$ cat src/rtl/cpu_pkg.sv
// Shared CPU definitions.
//   fetch_state_t     : states of the instruction-fetch FSM
//   ISSUE_SLOT_CYCLES : cycles an issue slot stays open for decode (ISSUE..HOLD2)
package cpu_pkg;

  typedef enum logic [2:0] {
    F_IDLE,
    F_ADDR,
    F_DATA,
    F_ISSUE,
    F_HOLD1,
    F_HOLD2
  } fetch_state_t;

  localparam int unsigned ISSUE_SLOT_CYCLES = 3;

endpackage

$ cat src/rtl/inst_fetch.sv
// Instruction-fetch stage feeding inst_decode.
// Owns the PC, reads an external synchronous instruction BRAM and presents
// inst/pc/pc1/distinct in a 3-cycle issue slot opened by a one-cycle
// inst_enable pulse. Redirects from execute either abort an in-flight fetch
// or are held pending until the open slot closes; each accepted redirect
// toggles the epoch bit, which is reported as distinct on later instructions.
// Ports:
//   CLK, reset       clock; synchronous active-high reset
//   start            level; fetch runs while high, parks in IDLE when low
//   stall            downstream busy; extends the HOLD2 cycle of a slot
//   redirect         one-cycle pulse with target redirect_pc
//   imem_addr        BRAM read address (the current fetch PC)
//   imem_rdata       BRAM data, one cycle after the address is sampled
//   inst, pc, pc1    issued instruction, its address and address+1 (wrapping)
//   distinct         epoch bit of inst
//   inst_enable      one-cycle pulse opening an issue slot
module inst_fetch
  import cpu_pkg::*;
#(
  parameter int unsigned                INST_MEM_WIDTH = 2,
  parameter logic [INST_MEM_WIDTH-1:0]  RESET_PC       = '0
) (
  input  logic                      CLK,
  input  logic                      reset,
  input  logic                      start,
  input  logic                      stall,
  input  logic                      redirect,
  input  logic [INST_MEM_WIDTH-1:0] redirect_pc,
  output logic [INST_MEM_WIDTH-1:0] imem_addr,
  input  logic [31:0]               imem_rdata,
  output logic [31:0]               inst,
  output logic [INST_MEM_WIDTH-1:0] pc,
  output logic [INST_MEM_WIDTH-1:0] pc1,
  output logic                      distinct,
  output logic                      inst_enable
);

  fetch_state_t                state_q, state_d;
  logic [INST_MEM_WIDTH-1:0]   pc_reg_q, pc_reg_d;
  logic [INST_MEM_WIDTH-1:0]   redirect_pc_q, redirect_pc_d;
  logic                        redirect_pend_q, redirect_pend_d;
  logic                        epoch_q, epoch_d;
  logic [31:0]                 inst_q, inst_d;
  logic [INST_MEM_WIDTH-1:0]   pc_q, pc_d;
  logic [INST_MEM_WIDTH-1:0]   pc1_q, pc1_d;
  logic                        distinct_q, distinct_d;
  logic [INST_MEM_WIDTH-1:0]   pc_inc;

  // Address arithmetic wraps modulo 2^INST_MEM_WIDTH by truncation.
  assign pc_inc = pc_reg_q + INST_MEM_WIDTH'(1);

  always_comb begin
    state_d         = state_q;
    pc_reg_d        = pc_reg_q;
    redirect_pc_d   = redirect_pc_q;
    redirect_pend_d = redirect_pend_q;
    epoch_d         = epoch_q;
    inst_d          = inst_q;
    pc_d            = pc_q;
    pc1_d           = pc1_q;
    distinct_d      = distinct_q;

    unique case (state_q)
      F_IDLE: begin
        if (redirect) begin
          pc_reg_d = redirect_pc;
          epoch_d  = ~epoch_q;
        end else if (start) begin
          state_d = F_ADDR;
        end
      end
      F_ADDR, F_DATA: begin
        // No slot is open yet, so a redirect simply restarts the fetch.
        if (redirect) begin
          pc_reg_d = redirect_pc;
          epoch_d  = ~epoch_q;
          state_d  = F_ADDR;
        end else if (state_q == F_DATA) begin
          inst_d     = imem_rdata;
          pc_d       = pc_reg_q;
          pc1_d      = pc_inc;
          distinct_d = epoch_q;
          state_d    = F_ISSUE;
        end else begin
          state_d = F_DATA;
        end
      end
      F_ISSUE, F_HOLD1: begin
        if (redirect) begin
          redirect_pend_d = 1'b1;
          redirect_pc_d   = redirect_pc;
        end
        state_d = (state_q == F_ISSUE) ? F_HOLD1 : F_HOLD2;
      end
      F_HOLD2: begin
        if (stall) begin
          if (redirect) begin
            redirect_pend_d = 1'b1;
            redirect_pc_d   = redirect_pc;
          end
        end else begin
          // A redirect arriving on the exit cycle bypasses the pending register;
          // any number of redirects within one slot toggle the epoch once.
          if (redirect) begin
            pc_reg_d = redirect_pc;
            epoch_d  = ~epoch_q;
          end else if (redirect_pend_q) begin
            pc_reg_d = redirect_pc_q;
            epoch_d  = ~epoch_q;
          end else begin
            pc_reg_d = pc_inc;
          end
          redirect_pend_d = 1'b0;
          state_d         = start ? F_ADDR : F_IDLE;
        end
      end
      default: state_d = F_IDLE;
    endcase
  end

  always_ff @(posedge CLK) begin
    if (reset) begin
      state_q         <= F_IDLE;
      pc_reg_q        <= RESET_PC;
      redirect_pc_q   <= '0;
      redirect_pend_q <= 1'b0;
      epoch_q         <= 1'b0;
      inst_q          <= '0;
      pc_q            <= '0;
      pc1_q           <= '0;
      distinct_q      <= 1'b0;
    end else begin
      state_q         <= state_d;
      pc_reg_q        <= pc_reg_d;
      redirect_pc_q   <= redirect_pc_d;
      redirect_pend_q <= redirect_pend_d;
      epoch_q         <= epoch_d;
      inst_q          <= inst_d;
      pc_q            <= pc_d;
      pc1_q           <= pc1_d;
      distinct_q      <= distinct_d;
    end
  end

  assign imem_addr   = pc_reg_q;
  assign inst        = inst_q;
  assign pc          = pc_q;
  assign pc1         = pc1_q;
  assign distinct    = distinct_q;
  assign inst_enable = (state_q == F_ISSUE);

endmodule

$ cat config.mk
export PLATFORM = sky130hd
export DESIGN_NAME = inst_fetch
export DESIGN_NICKNAME = d
export VERILOG_FILES = /design/src/rtl/cpu_pkg.sv /design/src/rtl/inst_fetch.sv
export SDC_FILE = /design/constraint.sdc
export NUM_CORES = 1
export LEC_CHECK = 0
export CAP_MARGIN = 10
export CORE_ASPECT_RATIO = 1.25
export CORE_MARGIN = 2
export CORE_UTILIZATION = 45
export CTS_CLUSTER_DIAMETER = 100
export DETAILED_ROUTE_END_ITERATION = 8
export GPL_TIMING_DRIVEN = 1
export PLACE_DENSITY = 0.89
export SYNTH_ARGS = -nofsm -noshare
export SYNTH_HDL_FRONTEND = slang
export SYNTH_SLANG_ARGS = --single-unit
$ cat constraint.sdc
create_clock -name CLK -period 2.9 [get_ports CLK]
set_clock_uncertainty 0.15 [all_clocks]
set_input_delay 0.87 -clock CLK [delete_from_list [all_inputs] [get_ports CLK]]
set_output_delay 0.87 -clock CLK [all_outputs]
set_load 0.01 [all_outputs]
# After elaboration in Yosys (flattened, before gate mapping)
# Cells that the tools add are included.
# word_totals
ff_bits	46
input_bits	39
output_inout_bits	40
word_cells	58
# op_classes
n_addsub	1
n_eq_ne	11
mux	24
bitwise	2
reduce_logical	11
# ops
operator	count
2-to-1 mux 2 bit	7
case mux 3 bit (4 select lines)	1
2-to-1 mux 1 bit	9
2-to-1 mux 3 bit	3
AND reduction 3 bit	3
inequality test 2 bit, second input constant	4
case mux 2 bit (2 select lines)	2
== test 3 x 2 -> 1 bit, second input constant	2
== test 3 bit, second input constant	2
case mux 1 bit (2 select lines)	2
AND reduction 4 bit	1
nonzero test 2 bit	2
OR reduction 2 bit	2
== test 3 x 1 -> 1 bit, second input constant	1
zero test 3 bit	1
inequality test 3 bit, second input constant	1
OR reduction 3 bit	1
adder 2 x 1 -> 2 bit, second input constant	1
inequality test 2 x 1 -> 1 bit, second input constant	1
inverter 1 bit	2
AND reduction 2 bit	1

# Logic depth before layout (Yosys ltp)
# logic_depth
depth_word	5
ltp_mapped	6
mapped_depth_nobuf	4

# Least setup slack after synthesis
# No wires, ideal clock.
# synth_timing
path_type	input to register
from	input redirect
to	register pc_reg_q[0] (netlist: imem_addr[0])
setup_time_ps	70
t_arrival_ps	1712
t_required_ps	2680
path_slack_ps	967
path_stages	5
path_buffers	1
path_cell_list	buf_4 and4bb_1 nor2_1 a211o_1 a21oi_1
# synth_via
elab_chain_len	3
elab_cells_between_ends	5
classes_between	eq/ne (1); mux (3); reduce/logical (1)
# synth_lines
element	line	text
from (decl)	inst_fetch.sv:27	input logic redirect,
2-to-1 mux 2 bit	inst_fetch.sv:104	if (redirect) begin
2-to-1 mux 2 bit	inst_fetch.sv:96	if (stall) begin
case mux 2 bit (2 select lines)	inst_fetch.sv:63	unique case (state_q)
to (signal assigned)	inst_fetch.sv:134	pc_reg_q <= pc_reg_d;
to (decl)	inst_fetch.sv:39	logic [INST_MEM_WIDTH-1:0] pc_reg_q, pc_reg_d;
# Parallel ways exist; a longest one is shown, timed or not. The select of a mux whose other input is x is not followed.
# A chain may end at the register's enable or synchronous reset.

# Worst setup path in the final report
# layout_timing
from	register state_q[2]
to	output inst_enable
# layout_via
elab_chain_len	1
# layout_lines
element	line	text
from (decl)	inst_fetch.sv:38	fetch_state_t state_q, state_d;
from (signal assigned)	inst_fetch.sv:133	state_q <= state_d;
== test 3 x 2 -> 1 bit	inst_fetch.sv:150	assign inst_enable = (state_q == F_ISSUE);
to (decl)	inst_fetch.sv:35	output logic inst_enable
# No other way between the ends.

==> impl_metrics.json <==
{
  "rrSetupSlack_ns": 1.15,
  "synth_top_cells_by_area": "dfxtp_1 51%, nand2_1 15%, a21oi_1 12%",
  "total_power_mw": 1.276,
  "status": "complete, no violations",
  "required_ns": 1.88,
  "grt_pass1_vias": 1586,
  "power_frac_comb_pct": 11.7,
  "cts_tree": "built",
  "drtIter0Drc": 69,
  "drt-total-wl_um": 4239,
  "syn_area_per_cell_um2": 7.948,
  "clkPwrFrac_pct": 37.0,
  "cts_resized": 0,
  "die_h_um": 74.80,
  "synth.ff_latch_count": 46,
  "synth.cells.most_frequent": "73 x nand2_1, 46 x dfxtp_1, 43 x a21oi_1",
  "drt-pass1-iter-count": 4,
  "drive_gt1_share_pct": 5.648,
  "leakage_nw": 0.9315,
  "worst_pin_slew_ns": 0.4584,
  "fin_hold_ws_ns": 0.3048,
  "vias": 1755,
  "cts_buffers": 5,
  "maxCapViolCount": 0,
  "overflow": 0,
  "drc_errors": 0,
  "p_int_uw": 990.8,
  "antenna_found_initial": 0,
  "yosys_warnings": 0,
  "syn_inst": 227,
  "io_pins": 79,
  "htreeDepth": 2,
  "rows": 25,
  "die_area_mm2": 0.004535,
  "clk_pin_slew_worst_paths_ns": 0.08,
  "yosysSeqAreaShare_pct": 51.04,
  "synth_nets": 266,
  "hold_buffers": 0,
  "synth_edf_count": 0,
  "core_area_mm2": 0.003816,
  "num_antenna_cells": 0,
  "rsz0062_at_grt": "no",
  "finalHoldViolations": 0,
  "start_kind": "register",
  "ys.flop_type": "dfxtp_1",
  "vias_per_cell": 4.944,
  "portBuffers": 78,
  "hpwl_um": 2946,
  "die_w_um": 60.64,
  "cts-root-buf": "clkbuf_8",
  "max_freq_mhz": 375.0,
  "wl_per_cell_um": 11.94,
  "gp_congestion": 0.8449,
  "cp-end-kind": "output port",
  "slew_headroom_pct": 69.44,
  "p_sw_uw": 285.2,
  "synthArstFlopShare_pct": 0,
  "grt_start_max_net_pins": 47,
  "hp-class": "register to register",
  "period_needed_ns": 2.667,
  "critical_path_class": "register to output port",
  "yosysTopAreaCell": "dfxtp_1",
  "grt_usage_pct": 19.54,
  "tns_ns": 0,
  "fin_crit_sh_pct": 91.95,
  "ant_nets": 0,
  "num-nets-final": 339,
  "max-clock-path-buffers": 2,
  "clk_latency_ns": 0.30,
  "start_util_pct": 47.28,
  "power_density_mw_per_mm2": 465.7,
  "crit_path_max_fanout": 13,
  "syn2layout_area_growth_pct": 51.87,
  "peakVddDrop_mv": 0.3654,
  "cp.arrival_ns": 1.65,
  "setup_viol": 0,
  "clkSinkCount": 46,
  "synth.top_cell.area_share_pct": 51.04,
  "slew_viol_final": 0,
  "p_seq_share_pct": 51.3,
  "synthDistinctLibCells": 30,
  "postCtsSetupBuffers": 0,
  "grt_pass1_wl_um": 6596,
  "synth.most_common_cell": "nand2_1",
  "switching_share_pct": 22.35,
  "synth.cell_area_mm2": 0.001804
}
## registers in the layout, indices dropped and copies added, names as in the netlist
| name | count |
|---|---|
| distinct | 1 |
| epoch_q | 1 |
| imem_addr | 2 |
| inst | 32 |
| pc | 2 |
| pc1 | 2 |
| redirect_pc_q | 2 |
| redirect_pend_q | 1 |
| state_q | 3 |
## critical path, stage by stage, from the launching register on
cell,delay (ns)
dfxtp_1,0.58
nand3b_1,0.24
inv_1,0.06
clkdlybuf4s50_1,0.47
## kinds of logic (layout without fill, tap and decap cells)
logic type,after synthesis,after routing,share of synthesized area (%)
and+or+nand+nor,103,103,25.66
AOI/OAI and AO/OA,56,56,17.20
DFF,46,46,51.04
buffers and inverters,20,94,5.132
xor gates and xnor gates,2,2,0.9711
## through the flow
step           util (%)  std cells  setup slack (ns)  instance area [µm²]
6_report          71.80        355            0.2334                 2740
5_1_grt           71.80        355            0.1289                 2740
4_1_cts           71.80        355            0.2466                 2740
3_5_place_dp      68.85        347            0.2188                 2628
3_3_place_gp      68.85        347            0.2611                 2628
2_1_floorplan         -        227            0.9672                 1804
## final cells by class
| class | instances | area, µm² |
|---|---|---|
| timing repair buffer | 83 | 830.8 |
| sequential | 46 | 920.9 |
| tap | 54 | 67.56 |
| inverter | 3 | 11.26 |
| clock buffer | 5 | 68.82 |
| clock inverter | 3 | 43.79 |
| fill | 306 | 1076 |
| multi-input combinational | 161 | 797.0 |
## metal layers
layer  up-vias  wire length [µm]  GRT usage, %
met5         -                 0             0
met4         0                81         8.696
met3         6               309         5.670
met2        61              2135         36.08
met1       789              1713         19.91
li1        899                 -             -
## layout by cell type, fill, tap and decap left out, drive strengths merged
cell type,count
a2111o,1
a211o,1
a211oi,2
a21boi,1
a21oi,43
a22oi,1
and2b,1
and4bb,2
buf,5
bufinv,1
clkbuf,5
clkdlybuf4s50,78
clkinv,1
dfxtp,46
inv,4
nand2,73
nand2b,2
nand3,3
nand3b,1
nor2,8
nor3,6
nor3b,2
nor4,4
o21a,1
o21ai,4
o22a,1
o31a,1
or3,1
xnor2,2
## power by group through the flow
stage / logic (mW) / clock network [mW] / registers, mW
finish: 0.149 / 0.472 / 0.655
global route: 0.163 / 0.511 / 0.657
CTS: 0.150 / 0.483 / 0.655
detailed placement: 0.148 / 0 / 0.670
global placement: 0.146 / 0 / 0.669
floorplan: 0.0590 / 0 / 0.673
## final timing paths
kind,to,from,cells after the start
worst max-delay path,inst_enable,state_q[2],3
worst min-delay path,inst[0],inst[0],2
worst max register to register,inst[4],state_q[2],5
worst min register to register,inst[0],inst[0],2
Power figures use the tool's default switching activity.
